$ cat src/rtl/dcache_port_ctrl_if.sv
// D$ request/response bus between the port controller (master) and the data cache (slave).
// One request at a time; the master holds every request field stable until the ack cycle.
interface dcache_port_ctrl_if;
    logic        mem_req;
    logic        mem_we;
    logic [15:0] mem_addr;
    logic [31:0] mem_wdata;
    logic [1:0]  mem_size;
    logic        mem_ack;
    logic [31:0] mem_rdata;

    modport master (output mem_req, mem_we, mem_addr, mem_wdata, mem_size,
                    input  mem_ack, mem_rdata);
    modport slave  (input  mem_req, mem_we, mem_addr, mem_wdata, mem_size,
                    output mem_ack, mem_rdata);
endinterface

$ cat src/rtl/dcache_port_ctrl.sv
// Owns the single D$ port: drains retired stores from the SQ head and issues buffered loads,
// arbitrating by store-pressure watermark and a bounded load burst.
module dcache_port_ctrl #(
    parameter int WAYS          = 2,
    parameter int LSQSZ         = 8,
    parameter int STORE_HIGH_WM = 4,
    parameter int MAX_LD_BURST  = 3,
    parameter int LB_TAG_W      = 3,
    parameter int CNT_W         = $clog2(LSQSZ) + 1
) (
    input  logic                clock,
    input  logic                reset,
    input  logic                except,
    input  logic [WAYS-1:0]     rob_store_retire,
    input  logic                sq_head_valid,
    input  logic [15:0]         sq_head_addr,
    input  logic [31:0]         sq_head_data,
    input  logic [1:0]          sq_head_size,
    output logic                sq_commit,
    input  logic                ld_req,
    input  logic [15:0]         ld_addr,
    input  logic [1:0]          ld_size,
    input  logic [LB_TAG_W-1:0] ld_tag,
    output logic                ld_gnt,
    output logic                ld_resp_valid,
    output logic [LB_TAG_W-1:0] ld_resp_tag,
    output logic [31:0]         ld_resp_data,
    dcache_port_ctrl_if.master  dmem,
    output logic [CNT_W-1:0]    pend_stores
);
    localparam int BURST_W = $clog2(MAX_LD_BURST + 1);
    localparam logic [CNT_W-1:0]   HIGH_WM   = CNT_W'(STORE_HIGH_WM);
    localparam logic [CNT_W-1:0]   CNT_MAX   = CNT_W'(LSQSZ);
    localparam logic [BURST_W-1:0] BURST_MAX = BURST_W'(MAX_LD_BURST);

    typedef enum logic [1:0] {IDLE, WR_WAIT, RD_WAIT} state_t;

    state_t               state, state_next;
    logic                 req_q, we_q;
    logic [15:0]          addr_q;
    logic [31:0]          wdata_q;
    logic [1:0]           size_q;
    logic [LB_TAG_W-1:0]  tag_q;
    logic [BURST_W-1:0]   burst;
    logic                 kill;
    logic                 store_ok, st_go, ld_go;
    logic [CNT_W-1:0]     retire_cnt, pend_next;

    assign dmem.mem_req   = req_q;
    assign dmem.mem_we    = we_q;
    assign dmem.mem_addr  = addr_q;
    assign dmem.mem_wdata = wdata_q;
    assign dmem.mem_size  = size_q;

    // The SQ head still shows the just-written store while sq_commit is high; block it.
    assign store_ok = (pend_stores != '0) && sq_head_valid && !sq_commit;

    always_comb begin
        retire_cnt = '0;
        for (int i = 0; i < WAYS; i++)
            retire_cnt = retire_cnt + CNT_W'(rob_store_retire[i]);
        pend_next = pend_stores + retire_cnt - CNT_W'(sq_commit);
    end

    always_ff @(posedge clock) begin
        if (reset) state <= IDLE;
        else       state <= state_next;
    end

    always_comb begin
        state_next    = state;
        st_go         = 1'b0;
        ld_go         = 1'b0;
        ld_gnt        = 1'b0;
        ld_resp_valid = 1'b0;
        ld_resp_tag   = '0;
        ld_resp_data  = '0;
        case (state)
            IDLE: begin
                if (store_ok && (pend_stores >= HIGH_WM || !ld_req || burst == BURST_MAX)) begin
                    st_go      = 1'b1;
                    state_next = WR_WAIT;
                end else if (ld_req && !except) begin
                    ld_go      = 1'b1;
                    ld_gnt     = 1'b1;
                    state_next = RD_WAIT;
                end
            end
            WR_WAIT: if (dmem.mem_ack) state_next = IDLE;
            RD_WAIT: begin
                if (dmem.mem_ack) begin
                    state_next = IDLE;
                    if (!kill && !except) begin
                        ld_resp_valid = 1'b1;
                        ld_resp_tag   = tag_q;
                        ld_resp_data  = dmem.mem_rdata;
                    end
                end
            end
            default: state_next = IDLE;
        endcase
    end

    always_ff @(posedge clock) begin
        if (reset) begin
            req_q       <= 1'b0;
            we_q        <= 1'b0;
            addr_q      <= '0;
            wdata_q     <= '0;
            size_q      <= '0;
            tag_q       <= '0;
            burst       <= '0;
            kill        <= 1'b0;
            sq_commit   <= 1'b0;
            pend_stores <= '0;
        end else begin
            sq_commit   <= (state == WR_WAIT) && dmem.mem_ack;
            pend_stores <= pend_next;
            if (st_go) begin
                req_q   <= 1'b1;
                we_q    <= 1'b1;
                addr_q  <= sq_head_addr;
                wdata_q <= sq_head_data;
                size_q  <= sq_head_size;
                burst   <= '0;
            end else if (ld_go) begin
                req_q   <= 1'b1;
                we_q    <= 1'b0;
                addr_q  <= ld_addr;
                wdata_q <= '0;
                size_q  <= ld_size;
                tag_q   <= ld_tag;
                if (store_ok) burst <= burst + 1'b1;
            end else if (state != IDLE && dmem.mem_ack) begin
                req_q <= 1'b0;
            end
            if (except) burst <= '0;
            // A flushed load still occupies the port until D$ acks; only its response dies.
            if (state == RD_WAIT) kill <= (kill || except) && !dmem.mem_ack;
            else                  kill <= 1'b0;
        end
    end

    always_ff @(posedge clock) begin
        if (!reset) begin
            assert (pend_next <= CNT_MAX);
            assert (!(except && pend_stores != '0));
        end
    end
endmodule

$ cat src/flat_wrapper.sv
// flat-port wrapper written by rule: the top's interface ports become plain ports
module dcache_port_ctrl_flat 
#(
    parameter int WAYS          = 2,
    parameter int LSQSZ         = 8,
    parameter int STORE_HIGH_WM = 4,
    parameter int MAX_LD_BURST  = 3,
    parameter int LB_TAG_W      = 3,
    parameter int CNT_W         = $clog2(LSQSZ) + 1
)
  (clock, reset, except, rob_store_retire, sq_head_valid, sq_head_addr, sq_head_data, sq_head_size, sq_commit, ld_req, ld_addr, ld_size, ld_tag, ld_gnt, ld_resp_valid, ld_resp_tag, ld_resp_data, pend_stores, dmem_mem_req, dmem_mem_we, dmem_mem_addr, dmem_mem_wdata, dmem_mem_size, dmem_mem_ack, dmem_mem_rdata);
  dcache_port_ctrl_if dmem_i ();
  input  logic clock;
  input  logic reset;
  input  logic except;
  input  logic [WAYS-1:0] rob_store_retire;
  input  logic sq_head_valid;
  input  logic [15:0] sq_head_addr;
  input  logic [31:0] sq_head_data;
  input  logic [1:0] sq_head_size;
  output logic sq_commit;
  input  logic ld_req;
  input  logic [15:0] ld_addr;
  input  logic [1:0] ld_size;
  input  logic [LB_TAG_W-1:0] ld_tag;
  output logic ld_gnt;
  output logic ld_resp_valid;
  output logic [LB_TAG_W-1:0] ld_resp_tag;
  output logic [31:0] ld_resp_data;
  output logic [CNT_W-1:0] pend_stores;
  output wire logic [$bits(dmem_i.mem_req)-1:0] dmem_mem_req;
  output wire logic [$bits(dmem_i.mem_we)-1:0] dmem_mem_we;
  output wire logic [$bits(dmem_i.mem_addr)-1:0] dmem_mem_addr;
  output wire logic [$bits(dmem_i.mem_wdata)-1:0] dmem_mem_wdata;
  output wire logic [$bits(dmem_i.mem_size)-1:0] dmem_mem_size;
  input wire logic [$bits(dmem_i.mem_ack)-1:0] dmem_mem_ack;
  input wire logic [$bits(dmem_i.mem_rdata)-1:0] dmem_mem_rdata;
  assign dmem_mem_req = dmem_i.mem_req;
  assign dmem_mem_we = dmem_i.mem_we;
  assign dmem_mem_addr = dmem_i.mem_addr;
  assign dmem_mem_wdata = dmem_i.mem_wdata;
  assign dmem_mem_size = dmem_i.mem_size;
  assign dmem_i.mem_ack = dmem_mem_ack;
  assign dmem_i.mem_rdata = dmem_mem_rdata;
  dcache_port_ctrl #(.WAYS(WAYS), .LSQSZ(LSQSZ), .STORE_HIGH_WM(STORE_HIGH_WM), .MAX_LD_BURST(MAX_LD_BURST), .LB_TAG_W(LB_TAG_W), .CNT_W(CNT_W)) u_core (.clock(clock), .reset(reset), .except(except), .rob_store_retire(rob_store_retire), .sq_head_valid(sq_head_valid), .sq_head_addr(sq_head_addr), .sq_head_data(sq_head_data), .sq_head_size(sq_head_size), .sq_commit(sq_commit), .ld_req(ld_req), .ld_addr(ld_addr), .ld_size(ld_size), .ld_tag(ld_tag), .ld_gnt(ld_gnt), .ld_resp_valid(ld_resp_valid), .ld_resp_tag(ld_resp_tag), .ld_resp_data(ld_resp_data), .dmem(dmem_i), .pend_stores(pend_stores));
endmodule
$ cat config.mk
export PLATFORM = sky130hd
export DESIGN_NAME = dcache_port_ctrl_flat
export DESIGN_NICKNAME = d
export VERILOG_FILES = /design/src/rtl/dcache_port_ctrl_if.sv /design/src/rtl/dcache_port_ctrl.sv /design/src/flat_wrapper.sv
export SDC_FILE = /design/constraint.sdc
export NUM_CORES = 1
export LEC_CHECK = 0
export CAP_MARGIN = 10
export CELL_PAD_IN_SITES_DETAIL_PLACEMENT = 1
export CELL_PAD_IN_SITES_GLOBAL_PLACEMENT = 2
export CORE_ASPECT_RATIO = 0.5
export CORE_MARGIN = 3
export CORE_UTILIZATION = 16
export CTS_BUF_LIST = sky130_fd_sc_hd__clkbuf_4 sky130_fd_sc_hd__clkbuf_8 sky130_fd_sc_hd__clkbuf_16
export CTS_CLUSTER_DIAMETER = 60
export DETAILED_ROUTE_END_ITERATION = 7
export PLACE_DENSITY = 0.79
export SLEW_MARGIN = 30
export SYNTH_ARGS = -nofsm -noshare
export SYNTH_HDL_FRONTEND = slang
export SYNTH_SLANG_ARGS = --single-unit
$ cat constraint.sdc
create_clock -name clock -period 1.7 [get_ports clock]
set_input_delay 0.425 -clock clock [delete_from_list [all_inputs] [get_ports clock]]
set_output_delay 0.425 -clock clock [all_outputs]
set_load 0.005 [all_outputs]
==> metrics.csv, run 1 <==
stage;metric;value;unit
routing;vias;3741;
setup_path;required;1.27;ns
final_layout;drive_gt1_share;39.59;%
floorplan;placementRows;34;
final_layout;nets;747;
run_status;violations;setup timing;
global_routing;grt_max_degree;34;
synth;synth_area;3000;um2
power;cellInternalPower;5.884;mW
power;swShare;33.77;%
power;clockPowerShare;25.1;%
clocking;clock-sinks;65;
power;power_leakage;2.892;nW
clocking;cts_hold_buf;0;
synth;synth_edf_count;0;
sta;worstMarginPinSlew;0.3662;ns
synth;synth.most_common_cell;dfxtp_1;
power;combPwrFrac;50.8;%
final_layout;area_growth;138.7;%
placement;numPortBuffers;204;
clocking;cts_tree;done;
synth;syn_nets;492;
setup_path;crit_start;u_core.state[0]$_SDFFE_PP0P_;
floorplan;die_area;20530;um2
floorplan;start_util;16.79;%
synth;synth_area_leaders;dfxtp_1 (43%), and2_1 (7.3%), a21oi_1 (5.8%);
synth;synth_top_area_share;43.37;%
synth;syn_area_per_cell;8.131;um2
job;drv_cap;0;
clocking;clock_latency;0.34;ns
final_layout;seq_area;1323;um2
synth;syn_inst;369;
clocking;cts.clk_slew.worst_paths;0.06;ns
sta;period_needed;2.236;ns
setup_path;startpoint_type;register;
worst_hold_path;hp-start;u_core.dmem.mem_wdata[25]$_SDFFE_PP0P_;
routing;route.detailed.vias_per_inst;4.335;
final_layout;fillers;1989;
sta;fmax;447.3;MHz
setup_path;timing.rr.start;u_core.state[0]$_SDFFE_PP0P_;
routing;firstDrtPassIters;4;
floorplan;pin_count;205;
power;finalPower;8.885;mW
setup_path;crit_type;register to primary output;
global_routing;grt_pass1_wl;22.29;mm
synth;synthArstFlopShare;0;%
sta;fin_worst_skew;0.008225;ns
synth;synth_top_area_cell;dfxtp_1;
final_layout;multi_input_area;2107;um2
setup_path;critPathCaptureType;primary output;
synth;yosysWarnings;0;
clocking;cts-root-buf;clkbuf_16;
floorplan;fp.dieH;102.8;um
setup_path;crit_fanout;8;
sta;relSlewSlack;75.59;%
floorplan;die_width;199.7;um
placement;placed_cell_area;5597;um2
sta;hold_slack;0.4707;ns
synth;ys.flop_type;dfxtp_1;
routing;wl;17.04;mm
routing;drc;0;
sta;worst_slack;-0.5358;ns
run_status;status;finished with violations;
worst_hold_path;hp-class;register to register;
power;power_switching;3.001;mW
clocking;htree_levels;3;
power;power_density;1241;nW/um2
power;max-vdd-ir-drop;645.5;uV
synth;synth_common_cells;dfxtp_1 (65), nor2_1 (46), a21oi_1 (35), and2_1 (35), nand2_1 (33);
synth;ys_seq_area_share;43.37;%
clocking;clockBufferDepth;2;
power;seqPwrFrac;24.0;%
sta;timing.final.crit_share;131.5;%
clocking;cts_buffers;9;
sta;slew_violations;0;
placement;dp_hpwl;10.11;mm
final_layout;antenna_cells;0;
sta;rsz0062_at_grt;yes;
sta;setup_viol;95;
floorplan;coreArea;17870;um2
sta;hold_viol_final;0;
routing;detail_route.wl_per_cell;19.74;um
routing;drt_iter0_drc;116;
global_routing;grt_pass1_vias;3856;
routing;drtAntennaViolNets;0;
global_routing;grt_usage;14.10;%
global_routing;grt-ovfl-total;0;
synth;ys_seq_elements;65;
placement;gp_congestion;0.7025;
placement;pre_cts_slack;-0.8036;ns
setup_path;crit_arrival;1.81;ns
global_routing;antenna_found_initial;0;
final_layout;stdcell_area;7162;um2
synth;synth.distinct_cells;39;
power by group through the flow:
stage | combinational, mW | sequential [mW] | clock, mW
after floorplan | 1.35 | 2.10 | 0
after global placement | 2.87 | 2.07 | 0
after detailed placement | 2.91 | 2.09 | 0
after CTS | 3.52 | 2.08 | 2.28
after global routing | 4.82 | 2.17 | 2.34
final | 4.52 | 2.13 | 2.23
cell type report:
type | instances | area share (%)
repair buffers | 273 | 42.31
multi-input cells | 260 | 29.42
flip-flops and latches | 65 | 18.47
well taps | 234 | 4.088
clock buffers | 9 | 3.145
clock inverters | 7 | 1.747
inverters | 15 | 0.8211
per-stage QoR:
stage / util [%] / instances / setup TNS [ns]
2_1_floorplan: - / 369 / -1.817
3_3_place_gp: 31.32 / 807 / -63.55
3_5_place_dp: 31.32 / 807 / -64.96
4_1_cts: 35.63 / 842 / -24.18
5_1_grt: 40.08 / 863 / -39.84
6_report: 40.08 / 863 / -33.46
cells in the final DEF (no fill, tap or decap), types with 6 or more instances in the layout:
master,n
a21oi_2,11
clkdlybuf4s50_1,149
a21oi_1,24
buf_4,20
dfxtp_2,8
buf_2,16
nor4_1,16
ha_4,7
nand3_2,24
nand3_4,6
buf_12,18
and2_4,14
nor2_1,30
dfxtp_1,54
clkbuf_16,15
and2_1,21
buf_6,30
dlymetal6s2s_1,7
inv_1,7
nor3_2,8
nor2_2,6
inv_2,7
nand2_1,31
buf_16,6
dlygate4sd2_1,11
nor2_4,10
nor3_1,7
timing repair:
item	CTS	global route
resized for setup	210	137
pin swaps	24	25
gates cloned	9	7
setup endpoints to repair	102	104
setup buffers	10	20
registers in the layout, indices dropped and copies added (netlist names):
signal                 cells
u_core.kill                1
u_core.dmem.mem_we         1
u_core.sq_commit           1
u_core.burst               2
u_core.state               2
u_core.dmem.mem_size       2
u_core.pend_stores         4
u_core.dmem.mem_addr      16
u_core.dmem.mem_req        1
u_core.tag_q               3
u_core.dmem.mem_wdata     32
worst max-delay path, cell delays in order (launching register included):
cell and delay, ns:
dfxtp_2 0.35, inv_2 0.06, ha_4 0.16, and3_4 0.18, buf_12 0.13, buf_12 0.12
buf_16 0.13, buf_6 0.11, and2_4 0.12, buf_6 0.11
metal layers:
layer / up-vias / GRT usage (%) / part of all wire, %
met5: - / 0 / 0
met4: 0 / 3.214 / 2.0
met3: 24 / 3.004 / 4.6
met2: 102 / 27.12 / 54
met1: 1844 / 16.24 / 39
li1: 1771 / - / -
worst paths after layout:
check / end / slack, ns / cells past startpoint
min: u_core.dmem.mem_wdata[25]$_SDFFE_PP0P_ / 0.47 / 2
max: ld_resp_data[8] / -0.54 / 9
min reg2reg: u_core.dmem.mem_wdata[25]$_SDFFE_PP0P_ / 0.47 / 2
max reg2reg: u_core.dmem.mem_we$_SDFFE_PP0P_ / -0.47 / 10
cell families after synthesis:
| kind of cell | share of synthesized area (%) |
|---|---|
| simple gates | 34.78 |
| flops | 43.37 |
| buf+inv | 6.339 |
| compound gates | 8.049 |
| fa+ha+maj | 5.254 |
| mux | 1.334 |
| xor+xnor | 0.8759 |
Power figures use the tool's default switching activity.
==> run 2: changes to the inputs <==
--- a/config.mk
+++ b/config.mk
@@ -14,6 +14,7 @@
 export CTS_BUF_LIST = sky130_fd_sc_hd__clkbuf_4 sky130_fd_sc_hd__clkbuf_8 sky130_fd_sc_hd__clkbuf_16
 export CTS_CLUSTER_DIAMETER = 60
 export DETAILED_ROUTE_END_ITERATION = 7
+export GPL_TIMING_DRIVEN = 1
 export PLACE_DENSITY = 0.79
 export SLEW_MARGIN = 30
 export SYNTH_ARGS = -nofsm -noshare
==> results of run 2 <==
The final DEF is identical to that of run 1; final timing and power are the same.
==> run 3: changes to the inputs <==
--- a/config.mk
+++ b/config.mk
@@ -13,9 +13,11 @@
 export CORE_UTILIZATION = 16
 export CTS_BUF_LIST = sky130_fd_sc_hd__clkbuf_4 sky130_fd_sc_hd__clkbuf_8 sky130_fd_sc_hd__clkbuf_16
 export CTS_CLUSTER_DIAMETER = 60
+export CTS_CLUSTER_SIZE = 24
 export DETAILED_ROUTE_END_ITERATION = 7
 export GPL_TIMING_DRIVEN = 1
 export PLACE_DENSITY = 0.79
+export SETUP_SLACK_MARGIN = 0.4
 export SLEW_MARGIN = 30
 export SYNTH_ARGS = -nofsm -noshare
 export SYNTH_HDL_FRONTEND = slang
==> run 3 against run 2 <==
Compared with the run above:
- the run still ends with setup timing left
- design area is 2.1% higher
- register-to-register slack hardly changed
- setup slack better by 0.065 ns
- sequential power hardly changed
- critical endpoint is now u_core.dmem.mem_addr[9]$_SDFFE_PP0P_
- flip-flop and latch count stayed put
- utilization is 0.83 points higher
- maximum frequency is 3.0% higher
==> metrics.csv, run 3 (synthesized netlist as in run 1, its figures left out) <==
stage;metric;value;unit;change
sta;fmax;460.6;MHz;+3.0%
floorplan;die_area;20530;um2;unchanged
setup_path;rr_endpoint;u_core.dmem.mem_addr[9]$_SDFFE_PP0P_;;
setup_path;critPathTopFamily;simple AND/OR/NAND/NOR gates;;
setup_path;critPathCaptureType;register;;
power;power_density;1213;nW/um2;-2.3%
routing;drt_iter0_drc;96;;-17%
setup_path;r2r_cells;11;;+1
clocking;htree_levels;3;;unchanged
sta;slew_violations;0;;unchanged
setup_path;crit_arrival;2.38;ns;+0.57 ns
setup_path;crit_top_cell;buf_6;;
clocking;clock_latency;0.34;ns;about the same
sta;worst_slack;-0.4712;ns;+0.06461 ns
job;drv_cap;0;;unchanged
placement;placed_cell_area;5769;um2;+3.1%
final_layout;antenna_cells;0;;unchanged
setup_path;timing.rr.start;u_core.pend_stores[2]$_SDFF_PP0_;;
setup_path;crit_start;u_core.pend_stores[2]$_SDFF_PP0_;;
final_layout;area_growth;143.7;%;
routing;firstDrtPassIters;4;;unchanged
sta;setup_viol;95;;unchanged
sta;relSlewSlack;71.37;%;-4.2 points
routing;drc;0;;unchanged
setup_path;startpoint_type;register;;
global_routing;grt_usage;15.07;%;+0.97 points
sta;rsz0062_at_grt;yes;;
final_layout;drive_gt1_share;60.43;%;+21 points
final_layout;largest_register_ffs;32;;unchanged
floorplan;fp.dieH;102.8;um;unchanged
clocking;cts_tree;done;;
clocking;cts_hold_buf;0;;unchanged
power;power_leakage;3.129;nW;+8.2%
worst_hold_path;hp-start;u_core.dmem.mem_wdata[2]$_SDFFE_PP0P_;;
final_layout;fillers;1989;;unchanged
worst_hold_path;hp-class;register to register;;
global_routing;grt_max_degree;66;;+94%
power;cellInternalPower;5.837;mW;-0.80%
floorplan;die_width;199.7;um;unchanged
sta;hold_viol_final;0;;unchanged
final_layout;multi_input_area;2086;um2;-1.0%
sta;fin_worst_skew;0.01016;ns;+0.001934 ns
power;swShare;34.15;%;+0.38 points
placement;gp_congestion;0.7316;;+4.1%
setup_path;reg2reg_slack;-0.47;ns;about the same
final_layout;final_cell_mix;clkdlybuf4s50_1 (103), buf_6 (69), buf_2 (53);;
setup_path;path_depth;11;;+2
setup_path;path_cells;inv_2 > ha_4 > and3b_2 > buf_6 > nor4_4 > buf_6 > buf_4 > buf_12 > buf_16 > nor3_1 > nor4_1;;
floorplan;coreArea;17870;um2;unchanged
global_routing;grt_pass1_vias;3957;;+2.6%
setup_path;required;1.91;ns;+0.64 ns
routing;route.detailed.vias_per_inst;4.292;;-0.99%
sta;period_needed;2.171;ns;-0.06461 ns
run_status;status;finished with violations;;
sta;timing.final.crit_share;127.7;%;-3.8 points
power;max-vdd-ir-drop;555.7;uV;-14%
global_routing;grt-ovfl-total;0;;unchanged
routing;drtAntennaViolNets;0;;unchanged
run_status;violations;setup timing;;
final_layout;seq_area;1373;um2;+3.8%
clocking;clock-sinks;65;;unchanged
clocking;cts.clk_slew.worst_paths;0.06;ns;about the same
routing;detail_route.wl_per_cell;19.05;um;-3.5%
power;seqPwrFrac;24.0;%;about the same
power;combPwrFrac;54.6;%;+3.8 points
routing;wl;16.97;mm;-0.39%
final_layout;final_common_cell;clkdlybuf4s50_1;;
floorplan;pin_count;205;;unchanged
floorplan;start_util;16.79;%;unchanged
sta;worstMarginPinSlew;0.4295;ns;+0.06329 ns
setup_path;crit_slowest_cell;nor4_1;;
setup_path;crit_fanout;3;;-5
clocking;cts-root-buf;clkbuf_16;;
worst_hold_path;hold_depth;2;;unchanged
setup_path;max_stage_delay;0.36;ns;about the same
global_routing;antenna_found_initial;0;;unchanged
routing;vias;3824;;+2.2%
setup_path;crit_end;u_core.dmem.mem_addr[9]$_SDFFE_PP0P_;;
final_layout;utilization;40.92;%;+0.83 points
clocking;clockBufferDepth;2;;unchanged
setup_path;crit_type;register to register;;
floorplan;placementRows;34;;unchanged
clocking;cts_buffers;9;;unchanged
power;clockPowerShare;21.4;%;-3.7 points
final_layout;nets;775;;+3.7%
global_routing;grt_pass1_wl;23.32;mm;+4.6%
placement;dp_hpwl;9.202;mm;-9.0%
placement;numPortBuffers;204;;unchanged
setup_path;path_buf_inv;6;;unchanged
final_layout;stdcell_area;7311;um2;+2.1%
sta;fin_setup_tns;-29.76;ns;+3.698 ns
power;power_switching;3.028;mW;+0.91%
-- run 3: cell types whose count changed in the layout (fill, tap and decap cells not counted), moves of 12 or more --
cell             before  now
clkdlybuf4s50_1     149  103
dfxtp_1              54   14
dfxtp_2               8   48
buf_6                30   69
buf_2                16   53
and2_1               21    0
and2_4               14   35
buf_4                20   36
nand3_1               2   18
nand2_1              31   19
-- run 3: metal layers --
metal | GRT usage (%) | wire length (um) | vias to the layer above | part of all wire [%]
met5 | 0 | 0 | - | 0
met2 | 27.88 | 8691 | 123 | 51
li1 | - | - | 1828 | -
met1 | 17.42 | 6940 | 1860 | 41
met3 | 4.375 | 1109 | 13 | 6.5
met4 | 3.589 | 229 | 0 | 1.3
-- run 3: worst min-delay path, delay by kind of cell, from the launching register on --
kind / cells / cell delay, ns
AO/OA/AOI/OAI: 1 / 0.04
flip-flops: 1 / 0.32
AND/OR/NAND/NOR: 1 / 0.05
-- run 3: final cells by class --
cell class                      count  area share, %
Clock buffer                       11          3.286
Multi-Input combinational cell    260          28.53
Timing Repair Buffer              301          43.80
Sequential cell                    65          18.77
Inverter                           15         0.8386
Tap cell                          234          4.005
Clock inverter                      5         0.7702
-- run 3: power groups by stage --
stage	logic, mW	registers [mW]	clock network (mW)
floorplan	1.42	2.11	0
global placement	2.96	2.09	0
detailed placement	3.04	2.10	0
CTS	4.15	2.11	1.98
global route	5.18	2.17	2.04
finish	4.84	2.13	1.90
-- run 3: worst min-delay path by stage --
stage / endpoint / slack (ns)
after floorplan: u_core.dmem.mem_we$_SDFFE_PP0P_ / 0.45
after global placement: u_core.dmem.mem_we$_SDFFE_PP0P_ / 0.44
after detailed placement: u_core.dmem.mem_we$_SDFFE_PP0P_ / 0.45
after CTS: u_core.dmem.mem_wdata[30]$_SDFFE_PP0P_ / 0.46
after global routing: u_core.dmem.mem_wdata[1]$_SDFFE_PP0P_ / 0.47
final: u_core.dmem.mem_wdata[2]$_SDFFE_PP0P_ / 0.45
-- run 3: what timing repair did --
item,CTS,global route
endpoints found under the setup margin,156,116
gates cloned,15,5
setup buffers,30,15
resized for setup,474,123
pin swaps,35,30
-- run 3: through the flow --
| step | power, mW | setup WS [ns] | hold slack, ns | std cells |
|---|---|---|---|---|
| 4_1_cts | 8.242 | -0.4064 | 0.4623 | 871 |
| 3_5_place_dp | 5.143 | -0.8241 | 0.4481 | 810 |
| 6_report | 8.865 | -0.4712 | 0.4547 | 891 |
| 3_3_place_gp | 5.043 | -0.8027 | 0.4418 | 810 |
| 5_1_grt | 9.391 | -0.5221 | 0.4678 | 891 |
| 2_1_floorplan | 3.536 | -0.04851 | 0.4527 | 369 |
==> patch 1 (flow settings as in run 2) <==
`MAX_LD_BURST` is set to 3 in 2 places; all go to 2.
--- a/src/rtl/dcache_port_ctrl.sv
+++ b/src/rtl/dcache_port_ctrl.sv
@@ -4,7 +4,7 @@
     parameter int WAYS          = 2,
     parameter int LSQSZ         = 8,
     parameter int STORE_HIGH_WM = 4,
-    parameter int MAX_LD_BURST  = 3,
+    parameter int MAX_LD_BURST  = 2,
     parameter int LB_TAG_W      = 3,
     parameter int CNT_W         = $clog2(LSQSZ) + 1
 ) (
--- a/src/flat_wrapper.sv
+++ b/src/flat_wrapper.sv
@@ -4,7 +4,7 @@
     parameter int WAYS          = 2,
     parameter int LSQSZ         = 8,
     parameter int STORE_HIGH_WM = 4,
-    parameter int MAX_LD_BURST  = 3,
+    parameter int MAX_LD_BURST  = 2,
     parameter int LB_TAG_W      = 3,
     parameter int CNT_W         = $clog2(LSQSZ) + 1
 )
Function: changed (Yosys sat finds a counterexample within 10 cycles, from zero or initial values and one cycle with reset high).
==> patch 1 against run 2 <==
The run still ends with setup timing left; setup slack improved by 91 ps; design area up 5.3%; critical path depth grew 1; sequential cell count unchanged; total power grew 0.75%; synthesized area decreased by 0.71%; utilization increased by 2.2 points; hold slack better by 2.0 ps; wire length grew 1.5%; critical path type is now reg2reg.
==> patch 1: results (changes against run 2) <==
Worst setup path
  • CP Launch Point: u_core.pend_stores[2] (was u_core.state[0])
  • Crit path DAT: 2360 ps (was 1810 ps)
  • Setup crit end: u_core.dmem.mem_size[1] (was ld_resp_data[8])
  • Slowest stage cell, crit path: nor4_4 (was dfxtp_2)
  • Crit path max-delay family: simple AND/OR/NAND/NOR gates (was buffers and inverters)
  • CP Max Fanout: 5 (was 8)
  • Flop-to-flop setup slack: -440 ps (was -470 ps)

STA
  • Tightest Pin Transition: 383 ps (was 366 ps)
  • Final setup margin: -445 ps (was -536 ps)
  • Worst hold margin: 473 ps (was 471 ps)
  • Max-slew violation count: 0 (unchanged)
  • Setup Total Neg Slack: -26,560 ps (was -33,460 ps)
  • Final Skew: 11.8 ps (was 8.23 ps)
  • Setup-failing EPs final: 95 (unchanged)

Placement
  • DP Area: 0.00560 mm² (about the same)
  • Detailed-placement wirelength estimate: 9920 µm (was 10,100 µm)
  • Post-place setup slack: -795 ps (was -804 ps)
  • GP Congestion: 0.717 (was 0.703)
  • Placed cell count: 814 (was 807)

Min path
  • Hold path start: u_core.dmem.mem_wdata[28] (was u_core.dmem.mem_wdata[25])
  • WHS Endpoint: u_core.dmem.mem_wdata[28] (was u_core.dmem.mem_wdata[25])

Yosys
  • Register area share after synthesis: 43.7% (was 43.4%)
  • Largest cells by area after synthesis: dfxtp_1, and2_1, nor2_1 (was dfxtp_1, and2_1, a21oi_1)
  • Synth unique cells: 38 (was 39)
  • Syn Nets: 495 (was 492)
  • Post-synthesis instance total: 372 (was 369)
  • Synth cell count leaders: dfxtp_1, nor2_1, a21oi_1, and2_1, nand2_1 (unchanged)

Status
  • Status: finished with violations (unchanged)
  • Failing checks: setup timing (unchanged)

Cells and area
  • FILL cells: 1,919 (was 1,989)
  • Share of cells above drive strength 1: 51.6% (was 39.6%)
  • Nets: 763 (was 747)
  • Fin area: 0.00754 mm² (was 0.00716 mm²)
  • Antenna cells: 0 (unchanged)

Pwr
  • Peak supply drop: 0.576 mV (was 0.646 mV)
  • Clock power frac: 20.0% (was 25.1%)
  • Clock net power: 1.79 mW (was 2.23 mW)
  • Int Power: 5.67 mW (was 5.88 mW)
  • Leak: 3.11 nW (was 2.89 nW)
  • Comb. pwr: 5.01 mW (was 4.52 mW)

Clocking
  • Clk_lat worst skew: 340 ps (about the same)
  • Clock transition at path regs: roughly 70 ps
  • Clock Tree Root: clkbuf_16 (unchanged)

Global routing
  • Number of global-route vias before repair: 4,092 (was 3,856)
  • First-pass GRT wire length: 22,400 µm (was 22,300 µm)

Routing
  • DRT Wirelength: 17,300 µm (was 17,000 µm)
  • Residual DRC count: 0 (unchanged)
  • Via density: 4.40 (was 4.33)
  • Initial drt markers: 122 (was 116)
  • Drt wl/cell: 19.7 µm (about the same)
==> patch 1: final cells by class <==
type,instances,share of cell area [%]
flip-flops and latches,65,17.5
inverters,16,0.796
clock buffers,9,2.99
multi-input cells,262,33.0
well taps,234,3.88
clock inverters,7,0.713
repair buffers,286,41.1
==> patch 1: cell families (layout without fill, tap and decap cells) <==
group           Yosys count  count (layout)  synth area share [%]
mux                       3               3                  1.01
compound gates           43              43                  8.48
buf+inv                  45             318                  6.13
xor+xnor                  3               3                 0.882
simple gates            201             201                  34.5
fa+ha+maj                12              12                  5.29
flops                    65              65                  43.7
==> patch 1: repair_timing <==
action                                  in CTS  in global routing
gates resized for setup                    319                160
hold endpoints to repair                     0                  0
gates cloned                                11                  8
pin swaps                                   81                 71
endpoints found under the setup margin     103                101
setup buffers                               26                 18
==> patch 1: per-layer routing <==
layer,up-vias,GRT usage (%),wire length [µm]
met4,0,3.99,427
met2,92,27.5,9420
met3,25,3.33,695
met5,-,0,0
li1,1801,-,-
met1,1946,16.0,6750
==> patch 2 (config.mk and constraints of run 2) <==
Without the edit above. The 3 states of `state_t` get a one-hot encoding in 3 bits.
--- a/src/rtl/dcache_port_ctrl.sv
+++ b/src/rtl/dcache_port_ctrl.sv
@@ -33,7 +33,7 @@
     localparam logic [CNT_W-1:0]   CNT_MAX   = CNT_W'(LSQSZ);
     localparam logic [BURST_W-1:0] BURST_MAX = BURST_W'(MAX_LD_BURST);
 
-    typedef enum logic [1:0] {IDLE, WR_WAIT, RD_WAIT} state_t;
+    typedef enum logic [2:0] {IDLE = 3'b001, WR_WAIT = 3'b010, RD_WAIT = 3'b100} state_t;
 
     state_t               state, state_next;
     logic                 req_q, we_q;
Function: same outputs for any inputs over 4 cycles, from zero or initial values and one cycle with reset high; so few cycles prove little.
==> patch 2 against run 2 <==
The flow still finishes with violations (setup timing); clock power is 13% lower; via count is 7.0% lower; global-route usage is 0.74 points higher; combinational power is 15% lower; sequential cell count is 1 higher; setup slack better by 68 ps; synthesized area is 6.9% lower; wire length is 9.4% lower; total power is 11% lower; design area is 5.9% lower; sequential share of layout area is 1.4 points higher; highest routed layer unchanged.
==> patch 2: results (changes against run 2) <==
Status
  • Status: finished with violations (unchanged)
  • Failing checks: setup timing (unchanged)

Yosys
  • Post-synthesis compound-gate area fraction: 20.3% (was 8.05%)
  • Mux contribution to synthesized area: 1.07% (was 1.33%)
  • Largest cells by area after synthesis: dfxtp_1, a22o_1, and2_1 (was dfxtp_1, and2_1, a21oi_1)
  • Register area share after synthesis: 47.3% (was 43.4%)
  • Synth cell count leaders: dfxtp_1, nor3_1, and2_1 (was dfxtp_1, nor2_1, a21oi_1, and2_1, nand2_1)
  • Synth Area in XOR/XNOR: 0.627% (was 0.876%)

STA
  • Setup-failing EPs final: 93 (was 95)
  • Slew headroom: 77.9% (was 75.6%)
  • Final setup margin: -468 ps (was -536 ps)

Cells and area
  • Nets: 687 (was 747)
  • FILL cells: 1,840 (was 1,989)

Global routing
  • Number of global-route vias before repair: 3,947 (was 3,856)
  • Gr usage total: 14.8% (was 14.1%)
  • Largest net degree at the start of global routing: 24 (was 34)
  • GRT met1 Usage: 15.8% (was 16.2%)

Pwr
  • Leak: 2.80 nW (was 2.89 nW)
  • Peak supply drop: 0.600 mV (was 0.646 mV)

Worst setup path
  • Slowest stage delay, CP: 320 ps (was 350 ps)
  • CP Max Fanout: 7 (was 8)

Placement
  • DP Area: 0.00540 mm² (was 0.00560 mm²)
  • Detailed-placement wirelength estimate: 9030 µm (was 10,100 µm)
  • Post-place setup slack: -1020 ps (was -804 ps)
  • GP Congestion: 0.729 (was 0.703)

Routing
  • Initial drt markers: 97 (was 116)
  • DRT Wirelength: 15,400 µm (was 17,000 µm)
  • Via count: 3,479 (was 3,741)
==> patch 2: cell types whose count changed after synthesis, sizes merged, moves of 3 or more <==
cell / run 2 / this run
a21oi: 35 / 22
a22o: 0 / 32
buf: 13 / 10
ha: 11 / 8
nand2: 33 / 5
nand3: 32 / 0
nor2: 46 / 8
nor2b: 2 / 5
nor3: 18 / 38
nor4: 21 / 0
o21ai: 1 / 20
==> patch 2: worst paths after layout <==
path	from	end	slack (ps)	cells past startpoint
worst min register to register	u_core.dmem.mem_wdata[12]	u_core.dmem.mem_wdata[12]	470	1
worst max-delay path	u_core.state[0]	ld_resp_data[27]	-470	8
worst min-delay path	u_core.dmem.mem_wdata[12]	u_core.dmem.mem_wdata[12]	470	1
worst max register to register	u_core.state[1]	u_core.dmem.mem_wdata[14]	-370	10
==> patch 2: kinds of logic after synthesis <==
group / after synthesis
AND/OR/NAND/NOR: 101
buffers and inverters: 37
adder cells (fa/ha/maj): 9
XOR/XNOR: 2
multiplexers: 3
AO/OA/AOI/OAI: 82
flip-flops: 66
==> patch 2: per-layer routing <==
| layer | routed length (µm) | vias to the layer above |
|---|---|---|
| met2 | 8460 | 122 |
| met1 | 5860 | 1724 |
| met4 | 434 | 0 |
| met3 | 679 | 30 |
| li1 | - | 1603 |
| met5 | 0 | - |
==> patch 2: repair_timing <==
action,in CTS,in global routing
setup endpoints to repair,102,101
cloned,12,4
buffers inserted,28,9
gates resized for setup,251,76
pin swaps,43,42
==> patch 2: report_power, final <==
part / switching (mW) / internal (mW) / total (mW) / leakage, nW
combinational: 1.65 / 2.20 / 3.86 / 2.10
sequential: 0.224 / 1.89 / 2.11 / 0.543
clock: 0.670 / 1.26 / 1.93 / 0.157
==> patch 2: worst reg2reg max path, delay by kind of cell, from the launching register on <==
kind	cells	cell delay [ps]
AND/OR/NAND/NOR	3	790
buffers and inverters	6	740
flip-flops	1	350
AO/OA/AOI/OAI	1	140
==> patch 2: through the flow <==
| step | TNS, ps | cells | utilization, % |
|---|---|---|---|
| after floorplan | -2980 | 300 | - |
| after global placement | -64590 | 739 | 32.3 |
| after detailed placement | -67420 | 739 | 32.3 |
| after CTS | -24580 | 795 | 38.7 |
| after global routing | -37590 | 799 | 40.3 |
| final | -29980 | 799 | 40.3 |
==> patch 2: cell type report <==
class / count / area share [%]
timing repair buffer: 280 / 43.6
multi-input combinational: 197 / 27.0
sequential: 66 / 19.8
tap: 227 / 4.21
clock buffer: 14 / 4.08
inverter: 13 / 0.761
clock inverter: 2 / 0.520
